[src/rtl/rls_sample_sequencer.sv]
// rls_sample_sequencer
//   Sample/result sequencer for the RLS experiment harness. Walks the sample
//   memory one address per RLS advance request, returns the read sample as a
//   registered y with a one-cycle y_valid pulse, tracks the row index for the
//   A/K row selectors, and buffers RLS results in a first-word-fall-through
//   FIFO drained through a valid/ready port.
//
// Ports
//   clk, reset      : clock, asynchronous active-low reset
//   start, mode     : begin a run; mode 0 = single pass, 1 = continuous wrap
//   abort           : stop the run, flush the FIFO, suppress pending samples
//   encounter       : advance request (consume one sample)
//   write, x        : result strobe and result word
//   mem_addr        : sample address (1-cycle read latency memory)
//   mem_rdata       : sample memory data
//   y, y_valid      : registered sample and its update pulse
//   iteration       : row index (mem_addr / B)
//   busy, done      : RUN/DRAIN indication, DONE indication
//   pass_count      : completed passes, modulo 2^16
//   res_data/valid  : FIFO head and not-empty flag
//   res_ready       : consumer pop
//   res_count       : results accepted since start, saturating
//   overflow        : sticky dropped-result flag
module rls_sample_sequencer #(
  parameter int nBits      = 32,
  parameter int M          = 32,
  parameter int B          = 1024,
  parameter int ADDR_W     = 15,
  parameter int FIFO_DEPTH = 16
) (
  input  logic              clk,
  input  logic              reset,
  input  logic              start,
  input  logic              mode,
  input  logic              abort,
  input  logic              encounter,
  input  logic              write,
  input  logic [nBits-1:0]  x,
  output logic [ADDR_W-1:0] mem_addr,
  input  logic [nBits-1:0]  mem_rdata,
  output logic [nBits-1:0]  y,
  output logic              y_valid,
  output logic [31:0]       iteration,
  output logic              busy,
  output logic              done,
  output logic [15:0]       pass_count,
  output logic [nBits-1:0]  res_data,
  output logic              res_valid,
  input  logic              res_ready,
  output logic [31:0]       res_count,
  output logic              overflow
);

  localparam int                PTR_W     = $clog2(FIFO_DEPTH);
  localparam logic [ADDR_W-1:0] LAST_ADDR = ADDR_W'(M * B - 1);
  localparam logic [31:0]       LAST_COL  = 32'(B - 1);

  typedef enum logic [1:0] {S_IDLE, S_RUN, S_DRAIN, S_DONE} state_t;

  state_t             state_q, state_d;
  logic               mode_q, mode_d;
  logic [ADDR_W-1:0]  addr_q, addr_d;
  logic [31:0]        col_q, col_d;
  logic [31:0]        iter_q, iter_d;
  logic [15:0]        pass_q, pass_d;
  logic               rd_p1_q, rd_p1_d;
  logic               rd_p2_q, rd_p2_d;
  logic [nBits-1:0]   y_q, y_d;
  logic               y_vld_q, y_vld_d;
  logic [PTR_W:0]     wr_ptr_q, wr_ptr_d;
  logic [PTR_W:0]     rd_ptr_q, rd_ptr_d;
  logic [31:0]        res_cnt_q, res_cnt_d;
  logic               ovf_q, ovf_d;
  logic [nBits-1:0]   fifo_mem [FIFO_DEPTH];

  logic fifo_empty, fifo_full, active, abort_go, start_go;
  logic pop, wr_req, push, drop, adv, last;

  always_comb begin
    fifo_empty = (wr_ptr_q == rd_ptr_q);
    // Extra pointer bit distinguishes full from empty when the indices match.
    fifo_full  = (wr_ptr_q[PTR_W] != rd_ptr_q[PTR_W]) &&
                 (wr_ptr_q[PTR_W-1:0] == rd_ptr_q[PTR_W-1:0]);
    active     = (state_q == S_RUN) || (state_q == S_DRAIN);
    abort_go   = abort && (state_q != S_IDLE);
    start_go   = start && !abort && ((state_q == S_IDLE) || (state_q == S_DONE));
    pop        = !fifo_empty && res_ready && !abort_go;
    wr_req     = write && active && !abort_go;
    // A same-cycle pop frees the slot the push needs.
    push       = wr_req && (!fifo_full || pop);
    drop       = wr_req && fifo_full && !pop;
    adv        = (state_q == S_RUN) && encounter && !abort_go;
    last       = (addr_q == LAST_ADDR);
  end

  always_comb begin
    state_d   = state_q;
    mode_d    = mode_q;
    addr_d    = addr_q;
    col_d     = col_q;
    iter_d    = iter_q;
    pass_d    = pass_q;
    wr_ptr_d  = wr_ptr_q;
    rd_ptr_d  = rd_ptr_q;
    res_cnt_d = res_cnt_q;
    ovf_d     = ovf_q;
    // p0 -> p1: a read is issued on every address update
    rd_p1_d   = 1'b0;
    // p1 -> p2: memory data returns one cycle after the address
    rd_p2_d   = rd_p1_q;
    // p2 -> output: sample registered with its valid pulse
    y_vld_d   = rd_p2_q;
    y_d       = rd_p2_q ? mem_rdata : y_q;

    if (abort_go) begin
      state_d  = S_IDLE;
      rd_p2_d  = 1'b0;
      y_vld_d  = 1'b0;
      y_d      = y_q;
      wr_ptr_d = '0;
      rd_ptr_d = '0;
    end else if (start_go) begin
      state_d   = S_RUN;
      mode_d    = mode;
      addr_d    = '0;
      col_d     = '0;
      iter_d    = '0;
      pass_d    = '0;
      res_cnt_d = '0;
      ovf_d     = 1'b0;
      wr_ptr_d  = '0;
      rd_ptr_d  = '0;
      rd_p1_d   = 1'b1;
    end else begin
      if (adv) begin
        if (last) begin
          pass_d = pass_q + 16'd1;
          if (mode_q) begin
            addr_d  = '0;
            col_d   = '0;
            iter_d  = '0;
            rd_p1_d = 1'b1;
          end else begin
            state_d = S_DRAIN;
          end
        end else begin
          addr_d  = addr_q + 1'b1;
          rd_p1_d = 1'b1;
          // Column counter avoids a divider for the row index.
          if (col_q == LAST_COL) begin
            col_d  = '0;
            iter_d = iter_q + 32'd1;
          end else begin
            col_d  = col_q + 32'd1;
          end
        end
      end
      if (push) begin
        wr_ptr_d = wr_ptr_q + 1'b1;
        if (res_cnt_q != '1) res_cnt_d = res_cnt_q + 32'd1;
      end
      if (drop) ovf_d = 1'b1;
      if (pop)  rd_ptr_d = rd_ptr_q + 1'b1;
      if ((state_q == S_DRAIN) && fifo_empty && !push) state_d = S_DONE;
    end
  end

  always_ff @(posedge clk or negedge reset) begin
    if (!reset) begin
      state_q   <= S_IDLE;
      mode_q    <= 1'b0;
      addr_q    <= '0;
      col_q     <= '0;
      iter_q    <= '0;
      pass_q    <= '0;
      rd_p1_q   <= 1'b0;
      rd_p2_q   <= 1'b0;
      y_q       <= '0;
      y_vld_q   <= 1'b0;
      wr_ptr_q  <= '0;
      rd_ptr_q  <= '0;
      res_cnt_q <= '0;
      ovf_q     <= 1'b0;
    end else begin
      state_q   <= state_d;
      mode_q    <= mode_d;
      addr_q    <= addr_d;
      col_q     <= col_d;
      iter_q    <= iter_d;
      pass_q    <= pass_d;
      rd_p1_q   <= rd_p1_d;
      rd_p2_q   <= rd_p2_d;
      y_q       <= y_d;
      y_vld_q   <= y_vld_d;
      wr_ptr_q  <= wr_ptr_d;
      rd_ptr_q  <= rd_ptr_d;
      res_cnt_q <= res_cnt_d;
      ovf_q     <= ovf_d;
    end
  end

  // Storage is not reset; the head is masked to zero while the FIFO is empty.
  always_ff @(posedge clk) begin
    if (push) fifo_mem[wr_ptr_q[PTR_W-1:0]] <= x;
  end

  assign mem_addr   = addr_q;
  assign y          = y_q;
  assign y_valid    = y_vld_q;
  assign iteration  = iter_q;
  assign busy       = (state_q == S_RUN) || (state_q == S_DRAIN);
  assign done       = (state_q == S_DONE);
  assign pass_count = pass_q;
  assign res_valid  = !fifo_empty;
  assign res_data   = fifo_empty ? '0 : fifo_mem[rd_ptr_q[PTR_W-1:0]];
  assign res_count  = res_cnt_q;
  assign overflow   = ovf_q;

endmodule

[config.mk]
export PLATFORM = sky130hd
export DESIGN_NAME = rls_sample_sequencer
export DESIGN_NICKNAME = d
export VERILOG_FILES = /design/src/rtl/rls_sample_sequencer.sv
export SDC_FILE = /design/constraint.sdc
export NUM_CORES = 1
export LEC_CHECK = 0
export CORE_MARGIN = 2
export CORE_UTILIZATION = 50
export CTS_CLUSTER_SIZE = 14
export DETAILED_ROUTE_END_ITERATION = 6
export DONT_BUFFER_PORTS = 1
export PLACE_DENSITY = 0.78
export SYNTH_ARGS = -nofsm -noshare
export SYNTH_HDL_FRONTEND = slang
export SYNTH_SLANG_ARGS = --single-unit
[constraint.sdc]
create_clock -name clk -period 4.4 [get_ports clk]
set_input_delay 0.22 -clock clk [delete_from_list [all_inputs] [get_ports clk]]
set_output_delay 0.22 -clock clk [all_outputs]
set_load 0.02 [all_outputs]
Yosys cells after proc, flatten, opt, wreduce, memory -nomap -nowiden
Memories as Yosys holds them, arrays and structs flattened. Index checks and enable logic that the tools add are counted.

Memories kept: 1. Memory bits (writable): 512. Flip-flop bits (word level): 176. Logic and storage cells: 121.

Memory list: fifo_mem (depth 16, bits a word 32, read ports 1, clocked after memory_dff 0, wr ports 1, line 74) `logic [nBits-1:0] fifo_mem [FIFO_DEPTH];`.

Reductions and logical operators: 44. Bitwise operators: 1. $add $sub $neg: 7. Mux-type cells: 43. Equality and inequality tests: 11.

Operators by type and width (number): 32-bit two-way mux (13); 32-bit by 1-bit adder with 32-bit output (second input constant) (3); 15-bit two-way mux (4); 16-bit two-way mux (3); 32-bit by 10-bit equality test with 1-bit output (second input constant) (1); 32-bit inequality test (second input constant) (1); 5-bit two-way mux (6); 16-bit by 1-bit adder with 16-bit output (second input constant) (1); 15-bit by 1-bit adder with 15-bit output (second input constant) (1); 15-bit equality test (second input constant) (1); 1-bit logical AND (15); 2-bit two-way mux (6); 3-bit AND reduction (4); 2-bit nonzero test (6); 1-bit two-way mux (11); 5-bit by 1-bit adder with 5-bit output (second input constant) (2); 3-bit nonzero test (3); 4-bit nonzero test (2); 1-bit zero test (6); 2-bit AND reduction (3); 5-bit equality test (1); 2-bit equality test (second input constant) (2); 4-bit equality test (1); 4-bit by 1-bit inequality test with 1-bit output (second input constant) (1); other kinds (7) (9).

Logic depth before layout (Yosys ltp)
Gate-level depths: netlist of the first run.

Depth after elaboration: 11. Depth in mapped cells: 11.

Worst setup path after synthesis of the first run
No wires, ideal clock.

Path kind: register to register. From: reg state_q[0]. To: mem fifo_mem[0][0] (enable). Path slack: -0.212 ns. Buffers on the path: 2. Data required time: 3.939 ns. Cell stages (with the launch flop): 10. Arrival: 4.151 ns. Path through: dfrtp_1 -> inv_1 -> ha_1 -> nand2b_1 -> clkbuf_1 -> nand3_1 -> a21oi_1 -> clkbuf_1 -> nand2_1 -> nor3_1.

Longest elaborated chain between the ends: 8. Elaborated cells on any way between the ends: 13. Those cells by class: eq/ne (2); mux (2); reduce/logical (9).

Ends and longest elaborated chain: from (decl) (line 60) `state_t state_q, state_d;`; from (signal assigned) (line 185) `state_q <= state_d;`; 2-bit nonzero test (line 85) `abort_go = abort && (state_q != S_IDLE);`; 1-bit logical AND (line 85); 1-bit zero test (line 87, 88); 1-bit logical AND (line 87) `pop = !fifo_empty && res_ready && !abort_go;`; 1-bit logical OR (line 90) `push = wr_req && (!fifo_full || pop);`; 1-bit logical AND (*) (line 90); 1-bit two-way mux (*) (line 204) `if (push) fifo_mem[wr_ptr_q[PTR_W-1:0]] <= x;`; 1-bit two-way mux (implied by the code) (*) (line 204); to (decl) (line 74).

Every way passes the cells marked *; elsewhere a longest branch is shown, timed or not.

Final worst setup path of the first run
From: reg rd_ptr_q[0]. To: out res_data[15].

Longest elaborated chain between the ends: 2. Elaborated cells on any way between the ends: 3. Those cells by class: eq/ne (1); mux (1); memory (1).

Ends and longest elaborated chain: from (decl) (line 71) `logic [PTR_W:0] rd_ptr_q, rd_ptr_d;`; from (signal assigned) (line 196) `rd_ptr_q <= rd_ptr_d;`; memory read 16 x 32 bit or 5-bit equality test (tied branches); 32-bit two-way mux (*) (line 215) `assign res_data = fifo_empty ? '0 : fifo_mem[rd_ptr_q[PTR_W-1:0]];`; to (decl) (line 47) `output logic [nBits-1:0] res_data,`.

Marks and branches as above.

==> results of run 1 <==
==> power by group <==
part           total, mW  switching, mW  internal (mW)  leakage [nW]
combinational       3.83           2.20           1.63          2.90
sequential          7.94          0.561           7.38          6.96
clock               5.76           2.50           3.25          1.11
==> final timing paths <==
kind	startpoint	to	slack, ns
min	abort	res_count[11]$_DFFE_PN0P_	0.10
max reg2reg	mem_addr[0]$_DFFE_PN0P_	iteration[19]$_DFFE_PN0P_	0.85
min in group asynchronous	reset	mem_addr[0]$_DFFE_PN0P_	0.35
max in group asynchronous	reset	rd_ptr_q[1]$_DFFE_PN0P_	3.43
max	rd_ptr_q[0]$_DFFE_PN0P_	res_data[15]	0.61
min reg2reg	rd_p1_q$_DFF_PN0_	rd_p2_q$_DFF_PN0_	0.47
==> cells by family (layout without fill, tap and decap cells) <==
logic type / Yosys count / after routing / share of synthesized area (%)
DFF: 688 / 688 / 68.9
and+or+nand+nor: 507 / 507 / 9.19
muxes: 201 / 201 / 14.1
AOI/OAI and AO/OA: 125 / 125 / 3.19
buffers and inverters: 109 / 264 / 1.69
xor gates and xnor gates: 73 / 73 / 2.23
adders and majority gates: 14 / 14 / 0.611
other: 0 / 4 / 0
==> repair_timing <==
action,CTS,global route
hold buffers,71,0
endpoints found under the hold margin,730,0
gates resized for setup,0,0
==> cell usage after synthesis, types with 3 or more instances <==
| library cell | number | area (um^2) |
|---|---|---|
| or3_1 | 22 | 138 |
| mux4_2 | 160 | 3600 |
| nor4_1 | 16 | 100 |
| o31ai_2 | 3 | 37.5 |
| or4_1 | 13 | 97.6 |
| o41ai_1 | 6 | 52.6 |
| nor2_1 | 110 | 413 |
| xor2_1 | 35 | 307 |
| mux2i_1 | 9 | 90.1 |
| clkbuf_1 | 43 | 161 |
| nor3_1 | 43 | 215 |
| dfrtp_1 | 176 | 4400 |
| edfxtp_1 | 512 | 15400 |
| a31oi_1 | 3 | 18.8 |
| a21oi_1 | 21 | 105 |
| ha_1 | 14 | 175 |
| buf_2 | 5 | 25.0 |
| xnor2_1 | 38 | 333 |
| and3_1 | 24 | 150 |
| a21o_1 | 4 | 30.0 |
| nand2_1 | 92 | 345 |
| buf_1 | 24 | 90.1 |
| and2_1 | 37 | 231 |
| inv_1 | 23 | 86.3 |
| a21oi_2 | 15 | 131 |
| nand4_1 | 46 | 288 |
| or2_2 | 6 | 37.5 |
| and4_1 | 8 | 70.1 |
| o21ai_0 | 32 | 160 |
| o21a_1 | 3 | 22.5 |
| o211ai_1 | 3 | 22.5 |
| nand2b_1 | 5 | 31.3 |
| mux2_2 | 32 | 360 |
| buf_6 | 3 | 33.8 |
| o31ai_1 | 9 | 67.6 |
| buf_4 | 8 | 60.1 |
| o21ai_2 | 12 | 105 |
| nand3_1 | 63 | 315 |
==> metrics by stage <==
| step | cell area, um^2 | setup WS (ns) | util (%) |
|---|---|---|---|
| 4_1_cts | 32800 | 0.511 | 58.0 |
| 3_5_place_dp | 29800 | 0.880 | 52.7 |
| 2_1_floorplan | 28700 | 0.0571 | - |
| 5_1_grt | 32800 | 0.381 | 58.0 |
| 6_report | 32800 | 0.613 | 58.0 |
| 3_3_place_gp | 29800 | 0.979 | 52.7 |
==> registers in the layout (all words and copies together), names as in the netlist <==
register    count
pass_count     16
wr_ptr_q        5
overflow        1
rd_p2_q         1
mem_addr       15
y_valid         1
col_q          32
iteration      32
mode_q          1
y              32
rd_p1_q         1
rd_ptr_q        5
res_count      32
fifo_mem      512
state_q         2
==> layer usage <==
| metal | global-route usage [%] | wire [um] |
|---|---|---|
| met1 | 28.7 | 24700 |
| met2 | 39.0 | 34500 |
| met3 | 5.14 | 6050 |
| met4 | 6.28 | 1500 |
| met5 | 0.327 | 53 |
==> critical path: stages (launching register included) <==
cell and delay, ns:
dfrtp_4 0.41, buf_4 0.48, buf_4 0.64, mux4_2 0.59, mux4_2 0.49, and2_1 0.30
==> cell type report <==
cell class,count,share of cell area [%]
tap,756,2.88
clock inverter,40,1.03
antenna,4,0.0305
clock buffer,90,5.85
inverter,24,0.274
timing repair buffer,110,3.60
sequential,688,60.3
multi-input combinational,920,26.1
==> qor.yml, run 1 <==
antenna_found_initial: 6
holdCritPathClass: "primary input to flop"
cts_tree: "yes"
die_height_um: 244
cts-htree-levels: 3
pin_count: 236
drc_errors: 0
synth_nets: 1803
powerDensity_nw_per_um2: 534
whs_path_depth: 3
tightest_slew_ns: 1.01
peakVddDrop_v: 0.000471
finalCriticalPeriod_ns: 3.79
final_cells: 2632
placeableCoreArea_um2: 56600
synth_warnings: 0
max_cap_violations: 0
grt_remaining_overflow: 0
required_ns: 4.18
routabilityCongestion: 0.900
postRouteAntennaNets: 0
die_w_um: 244
cts_made_buffers: 72
area_growth_pct: 14.5
fin_setup_tns_ns: 0
fin_total_pwr_mw: 17.5
worstSetupPathType: "flop to output port"
ys_seq_area_share_pct: 68.9
place_inst: 2427
reg2reg_depth: 8
outcome: "finished, final reports clean"
crit_arrival_ns: 3.57
cp-start-kind: "flop"
multi_input_comb_area_um2: 8560
holdWs_ns: 0.101
slew_headroom_pct: 32.2
p_leak_nw: 11.0
grt_pass1_wl_um: 101000
die_area_um2: 59300
drive_gt1_share_pct: 21.7
max_clock_freq_mhz: 264
final_common_cell: "edfxtp_1"
drt-pass1-iter-count: 5
cp_max_fo: 30
syn-instance-count: 1717
regArea_um2: 19800
cts-root-buf: "clkbuf_16"
crit_path_end_kind: "output port"
ys_async_sr_fraction_pct: 25.6
start_util_pct: 50.7
post_drt_wl_per_cell_um: 25.4
grt_pass1_vias: 16400
rsz0062_at_grt: "no"
skew_ns: 0.0375
n_fill_cell: 4053
avgSynthCellArea_um2: 16.7
vias: 16100
finalMaxSlewViolations: 0
synth_cell_type_count: 68
routed_via_density: 6.13
ys_ff_latch: 688
post-dp-hpwl_um: 37400
finalWirelength_um: 66800
setup_viol: 0
nets: 1902
clk_pin_slew_ns: 0.06
syn_area_um2: 28700
clock-sinks: 688
floorplan.rows: 87
finalHoldViolations: 0
clkLatencyLatePin_ns: 0.61
final_cell_mix: "edfxtp_1, dfrtp_1, mux4_2"
portBuffers: 0
finalCritPeriodShare_pct: 86.1
cts_setup_buffers: 0
cts_buffer_depth: 3
grt_max_degree: 177
synth_flop_cell: "edfxtp_1"
synth_edf_count: 512
grt_use_total_pct: 22.5
drtIter0Drc: 1745
No activity file was read; power rests on OpenSTA's default activity.
==> run 2, diff against run 1 <==
Settings changed: ABC_AREA set to 1, PLACE_DENSITY 0.78 to 0.75.
Clock period 4.4 ns to 4 ns, I/O delays scaled along.
==> qor.yml, run 2 <==
outcome: "finished with violations"
failed_checks: "hold timing"
max_cap_violations: 0
powerDensity_nw_per_um2: 613
cp_max_fo: 80
synth_nets: 3299
cts-htree-levels: 3
yosys.area_share.simple_pct: 21.6
synth_top_area_share_pct: 49.3
finalHoldViolations: 176
postRouteAntennaNets: 0
synth.top_cells.by_area: "edfxtp_1, dfrtp_1, nand2_1"
synth_edf_count: 512
drt-pass1-iter-count: 7
die_height_um: 254
cts_made_buffers: 73
slew_headroom_pct: 20.3
post_drt_wl_per_cell_um: 18.9
ctsResizeCount: 0
skew_ns: 0.0289
cts_tree: "yes"
rrSetupSlack_ns: 0.57
floorplan.rows: 91
finalCritPeriodShare_pct: 94.0
required_ns: 3.80
synth_cell_type_count: 43
ys_async_sr_fraction_pct: 25.6
grt_pass1_vias: 22100
grt_max_degree: 258
syn-instance-count: 3213
antenna_found_initial: 8
avgSynthCellArea_um2: 9.71
cp-start-kind: "flop"
synth_compound_area_share_pct: 8.75
finalMaxSlewViolations: 0
fin_setup_tns_ns: 0
postCtsHoldBufs: 68
start_util_pct: 50.6
path_buf_inv: 4
drive_gt1_share_pct: 7.12
cts-root-buf: "clkbuf_16"
drtIter0Drc: 2450
cts_buffer_depth: 3
critical_path.slowest_cell: "buf_4"
setup_viol: 0
rsz0062_at_grt: "no"
crit_top_cell: "buf_4"
routed_via_density: 5.58
critPathTopFamily: "buffers and inverters"
largest_reg_flops: 512
routabilityCongestion: 0.946
portBuffers: 0
final_common_cell: "nand2_1"
final_cell_mix: "nand2_1, nor2_1, edfxtp_1"
ys_seq_area_share_pct: 63.4
tightest_slew_ns: 1.20
ys_ff_latch: 688
yosys.area.top_type: "edfxtp_1"
crit_chain: "buf_4 > buf_4 > o21ai_0 > o22ai_1 > nand2_1 > nand2_1 > inv_1 > a21oi_1 > buf_4"
die_w_um: 254
area_growth_pct: 13.5
syn_area_um2: 31200
regArea_um2: 19800
clock-sinks: 688
synth_flop_cell: "edfxtp_1"
finalCriticalPeriod_ns: 3.76
crit_path_end_kind: "output port"
cts_setup_buffers: 0
synth_fa_ha_area_share_pct: 0.561
drc_errors: 0
slowest_delay_ns: 0.65
synth_xor_area_share_pct: 1.15
clk_pin_slew_ns: 0.06
vias: 23300
multi_input_comb_area_um2: 10200
grt_use_total_pct: 24.1
max_clock_freq_mhz: 266
pin_count: 236
grt_remaining_overflow: 0
yosysMostFrequentCell: "nand2_1"
n_fill_cell: 5093
holdCritPathClass: "primary input to asynchronous set/reset pin"
post-dp-hpwl_um: 45900
crit_arrival_ns: 3.56
finalWirelength_um: 79000
placeableCoreArea_um2: 61700
die_area_um2: 64400
nets: 3361
muxShareOfSynthArea_pct: 0.0321
synth_common_cells: "nand2_1, nor2_1, edfxtp_1"
worstSetupPathType: "flop to output port"
grt_pass1_wl_um: 122000
p_leak_nw: 13.4
synth_warnings: 0
clkLatencyLatePin_ns: 0.64
peakVddDrop_v: 0.000578
synth_top_family_by_area: "simple AND/OR/NAND/NOR gates"
holdWs_ns: -0.727
-- run 2: layout make-up --
class	count	share of cell area, %
clock inverters	32	1.12
flip-flops and latches	688	55.9
diodes	5	0.0353
inverters	169	1.81
well taps	837	2.96
repair buffers	138	4.08
clock buffers	97	5.44
multi-input cells	2205	28.7
-- run 2: final timing paths --
kind / from / end / cells after the start
hold / removal: reset / iteration[12]$_DFFE_PN0P_ / 0
min in group clk: encounter / state_q[1]$_DFFE_PN0P_ / 5
setup reg to reg: state_q[1]$_DFFE_PN0P_ / fifo_mem[13][26]$_DFFE_PP_ / 10
hold reg to reg: rd_p1_q$_DFF_PN0_ / rd_p2_q$_DFF_PN0_ / 2
max in group asynchronous: reset / y[3]$_DFFE_PN0P_ / 0
setup / recovery: rd_ptr_q[0]$_DFFE_PN0P_ / res_data[5] / 9
-- run 2: metrics by stage --
stage	total power [mW]	area (um^2)	util [%]	worst slack (ns)	cells
finish	21.7	35400	57.4	0.242	4171
global route	22.7	35400	57.4	0.0224	4171
detailed placement	15.0	32400	52.5	0.612	3969
floorplan	13.2	31200	-	0.791	3213
global placement	14.9	32400	52.5	0.687	3969
CTS	21.8	35400	57.4	0.238	4166
-- run 2: routing by layer --
metal / track usage, % / share of wire, % / routed length, um
met1: 32.1 / 42 / 32800
met2: 39.0 / 48 / 37600
met3: 4.64 / 8.0 / 6310
met4: 9.87 / 2.8 / 2230
met5: 0 / 0.048 / 38
-- run 2: report_power, final --
part           internal (mW)  switching, mW
combinational           1.66           3.60
clock                   3.76           2.86
sequential              8.41           1.41
-- run 2: kinds of logic (layout without fill, tap and decap cells) --
kind of cell | count (synthesis) | after routing
compound gates | 490 | 490
xor+xnor | 41 | 41
fa+ha+maj | 14 | 14
buf+inv | 320 | 436
flops | 688 | 688
mux | 1 | 1
other cells | 0 | 5
simple gates | 1659 | 1659
==> run 3, diff against run 2 <==
Settings changed: PLACE_DENSITY 0.75 to unset, PLACE_DENSITY_LB_ADDON set to 0.2, RECOVER_POWER set to 100, SETUP_SLACK_MARGIN set to 0.15.
==> qor.yml, run 3 (synthesis gave the netlist of run 2 again) <==
floorplan.rows: 91
finalCriticalPeriod_ns: 3.69
finalMaxSlewViolations: 24
worstSetupPathType: "flop to output port"
grt_pass1_vias: 22500
skew_ns: 0.0276
intPower_mw: 13.5
n_fill_cell: 5384
vias: 23200
fin_setup_tns_ns: 0
cp-start-kind: "flop"
routed_via_density: 5.57
cts_buffer_depth: 3
swShare_pct: 36.6
area_growth_pct: 12.3
p_leak_nw: 13.2
outcome: "finished with violations"
finalHoldViolations: 176
holdWs_ns: -0.734
postCtsHoldBufs: 68
clk_pin_slew_ns: 0.07
finalCritPeriodShare_pct: 92.3
postRouteAntennaNets: 0
pin_count: 236
cp_max_fo: 21
setup_viol: 0
clkLatencyLatePin_ns: 0.64
crit_arrival_ns: 3.49
failed_checks: "hold timing, capacitance limit, slew limit"
die_w_um: 254
powerDensity_nw_per_um2: 610
combinationalPowerShare_pct: 22.9
antenna_found_initial: 3
start_util_pct: 50.6
cts-root-buf: "clkbuf_16"
slew_headroom_pct: -3.74
finalWirelength_um: 82300
grt_use_total_pct: 25.5
cts-htree-levels: 3
die_height_um: 254
power.switching_mw: 7.83
final_cell_mix: "nand2_1, nor2_1, edfxtp_1"
grt_pass1_wl_um: 128000
cts_made_buffers: 73
die_area_um2: 64400
clock_power_share_pct: 30.9
rsz0062_at_grt: "no"
grt_remaining_overflow: 0
routabilityCongestion: 0.901
multi_input_comb_area_um2: 10100
drt-pass1-iter-count: 7
holdCritPathClass: "primary input to asynchronous set/reset pin"
clock-sinks: 688
drtIter0Drc: 2193
portBuffers: 0
post_drt_wl_per_cell_um: 19.7
nets: 3359
tightest_slew_ns: 1.55
peakVddDrop_v: 0.000480
regArea_um2: 19800
largest_reg_flops: 512
required_ns: 3.80
final_util_pct: 56.8
max_cap_violations: 1
post-dp-hpwl_um: 48800
drc_errors: 0
max_clock_freq_mhz: 271
placeableCoreArea_um2: 61700
p_seq_share_pct: 46.2
drive_gt1_share_pct: 5.94
final_common_cell: "nand2_1"
grt_max_degree: 258
crit_path_end_kind: "output port"
cts_tree: "yes"
==> run 3: cell types whose count changed in the layout (fill, tap and decap cells not counted), sizes merged <==
cell and change:
diode -2, clkinvlp +2, clkinv +11, buf -47, inv -3, clkbuf +41, bufinv -1
==> run 3: layout make-up <==
| cell class | count | share of cell area, % |
|---|---|---|
| Timing Repair Buffer | 136 | 3.19 |
| Antenna cell | 3 | 0.0214 |
| Tap cell | 837 | 2.99 |
| Clock inverter | 41 | 1.13 |
| Sequential cell | 688 | 56.5 |
| Clock buffer | 93 | 5.54 |
| Multi-Input combinational cell | 2205 | 28.8 |
| Inverter | 169 | 1.83 |
==> run 3: timing repair <==
| item | CTS | global route |
|---|---|---|
| setup endpoints to repair | 0 | 1 |
| setup buffers | 0 | 1 |
| gates resized for setup | 0 | 1 |
| hold endpoints to repair | 732 | 176 |
==> run 3: power groups by stage <==
stage	sequential, mW	clock [mW]	combinational [mW]
2_1_floorplan	9.62	0	3.62
3_3_place_gp	10.0	0	4.87
3_5_place_dp	10.0	0	4.98
4_1_cts	9.88	6.72	5.14
5_1_grt	9.97	7.01	5.46
6_report	9.89	6.60	4.89
==> run 3: path summary, 6_finish.rpt <==
| path | startpoint | slack, ns | cells past startpoint | end |
|---|---|---|---|---|
| max | rd_ptr_q[2]$_DFFE_PN0P_ | 0.31 | 9 | res_data[10] |
| min | reset | -0.73 | 0 | y[27]$_DFFE_PN0P_ |
| max reg2reg | state_q[0]$_DFFE_PN0P_ | 0.42 | 13 | fifo_mem[2][17]$_DFFE_PP_ |
| min reg2reg | rd_p1_q$_DFF_PN0_ | 0.49 | 2 | rd_p2_q$_DFF_PN0_ |
| max in group asynchronous | reset | 4.53 | 0 | res_count[27]$_DFFE_PN0P_ |
| min in group clk | encounter | 0.05 | 5 | state_q[0]$_DFFE_PN0P_ |
==> run 3: stage by stage <==
step / total power, mW / instance area (um^2) / hold WS [ns] / std cells / setup WS [ns]
after floorplan: 13.2 / 31200 / -0.0956 / 3213 / 0.791
after detailed placement: 15.0 / 32200 / -0.0912 / 3966 / 0.768
after CTS: 21.7 / 35300 / -0.758 / 4168 / 0.291
after global routing: 22.4 / 35000 / -0.762 / 4169 / 0.142
final: 21.4 / 35000 / -0.734 / 4172 / 0.308
after global placement: 14.9 / 32200 / -0.0918 / 3966 / 0.866
==> run 3: critical path, stage by stage (launching register included) <==
cell	delay (ns)
dfrtp_1	0.88
nand2_1	0.11
nand2_1	0.10
nor2_1	0.06
and2_0	0.17
nand2_1	0.39
clkinvlp_2	0.26
buf_4	0.28
a21oi_1	0.32
clkbuf_1	0.29
==> run 3: metal layers <==
layer | up-vias | wire length (um) | GRT usage, %
met3 | 174 | 5470 | 4.80
met4 | 2 | 2770 | 9.43
met1 | 11200 | 35000 | 34.4
met5 | - | 14 | 0
li1 | 11000 | - | -
met2 | 793 | 39000 | 41.2
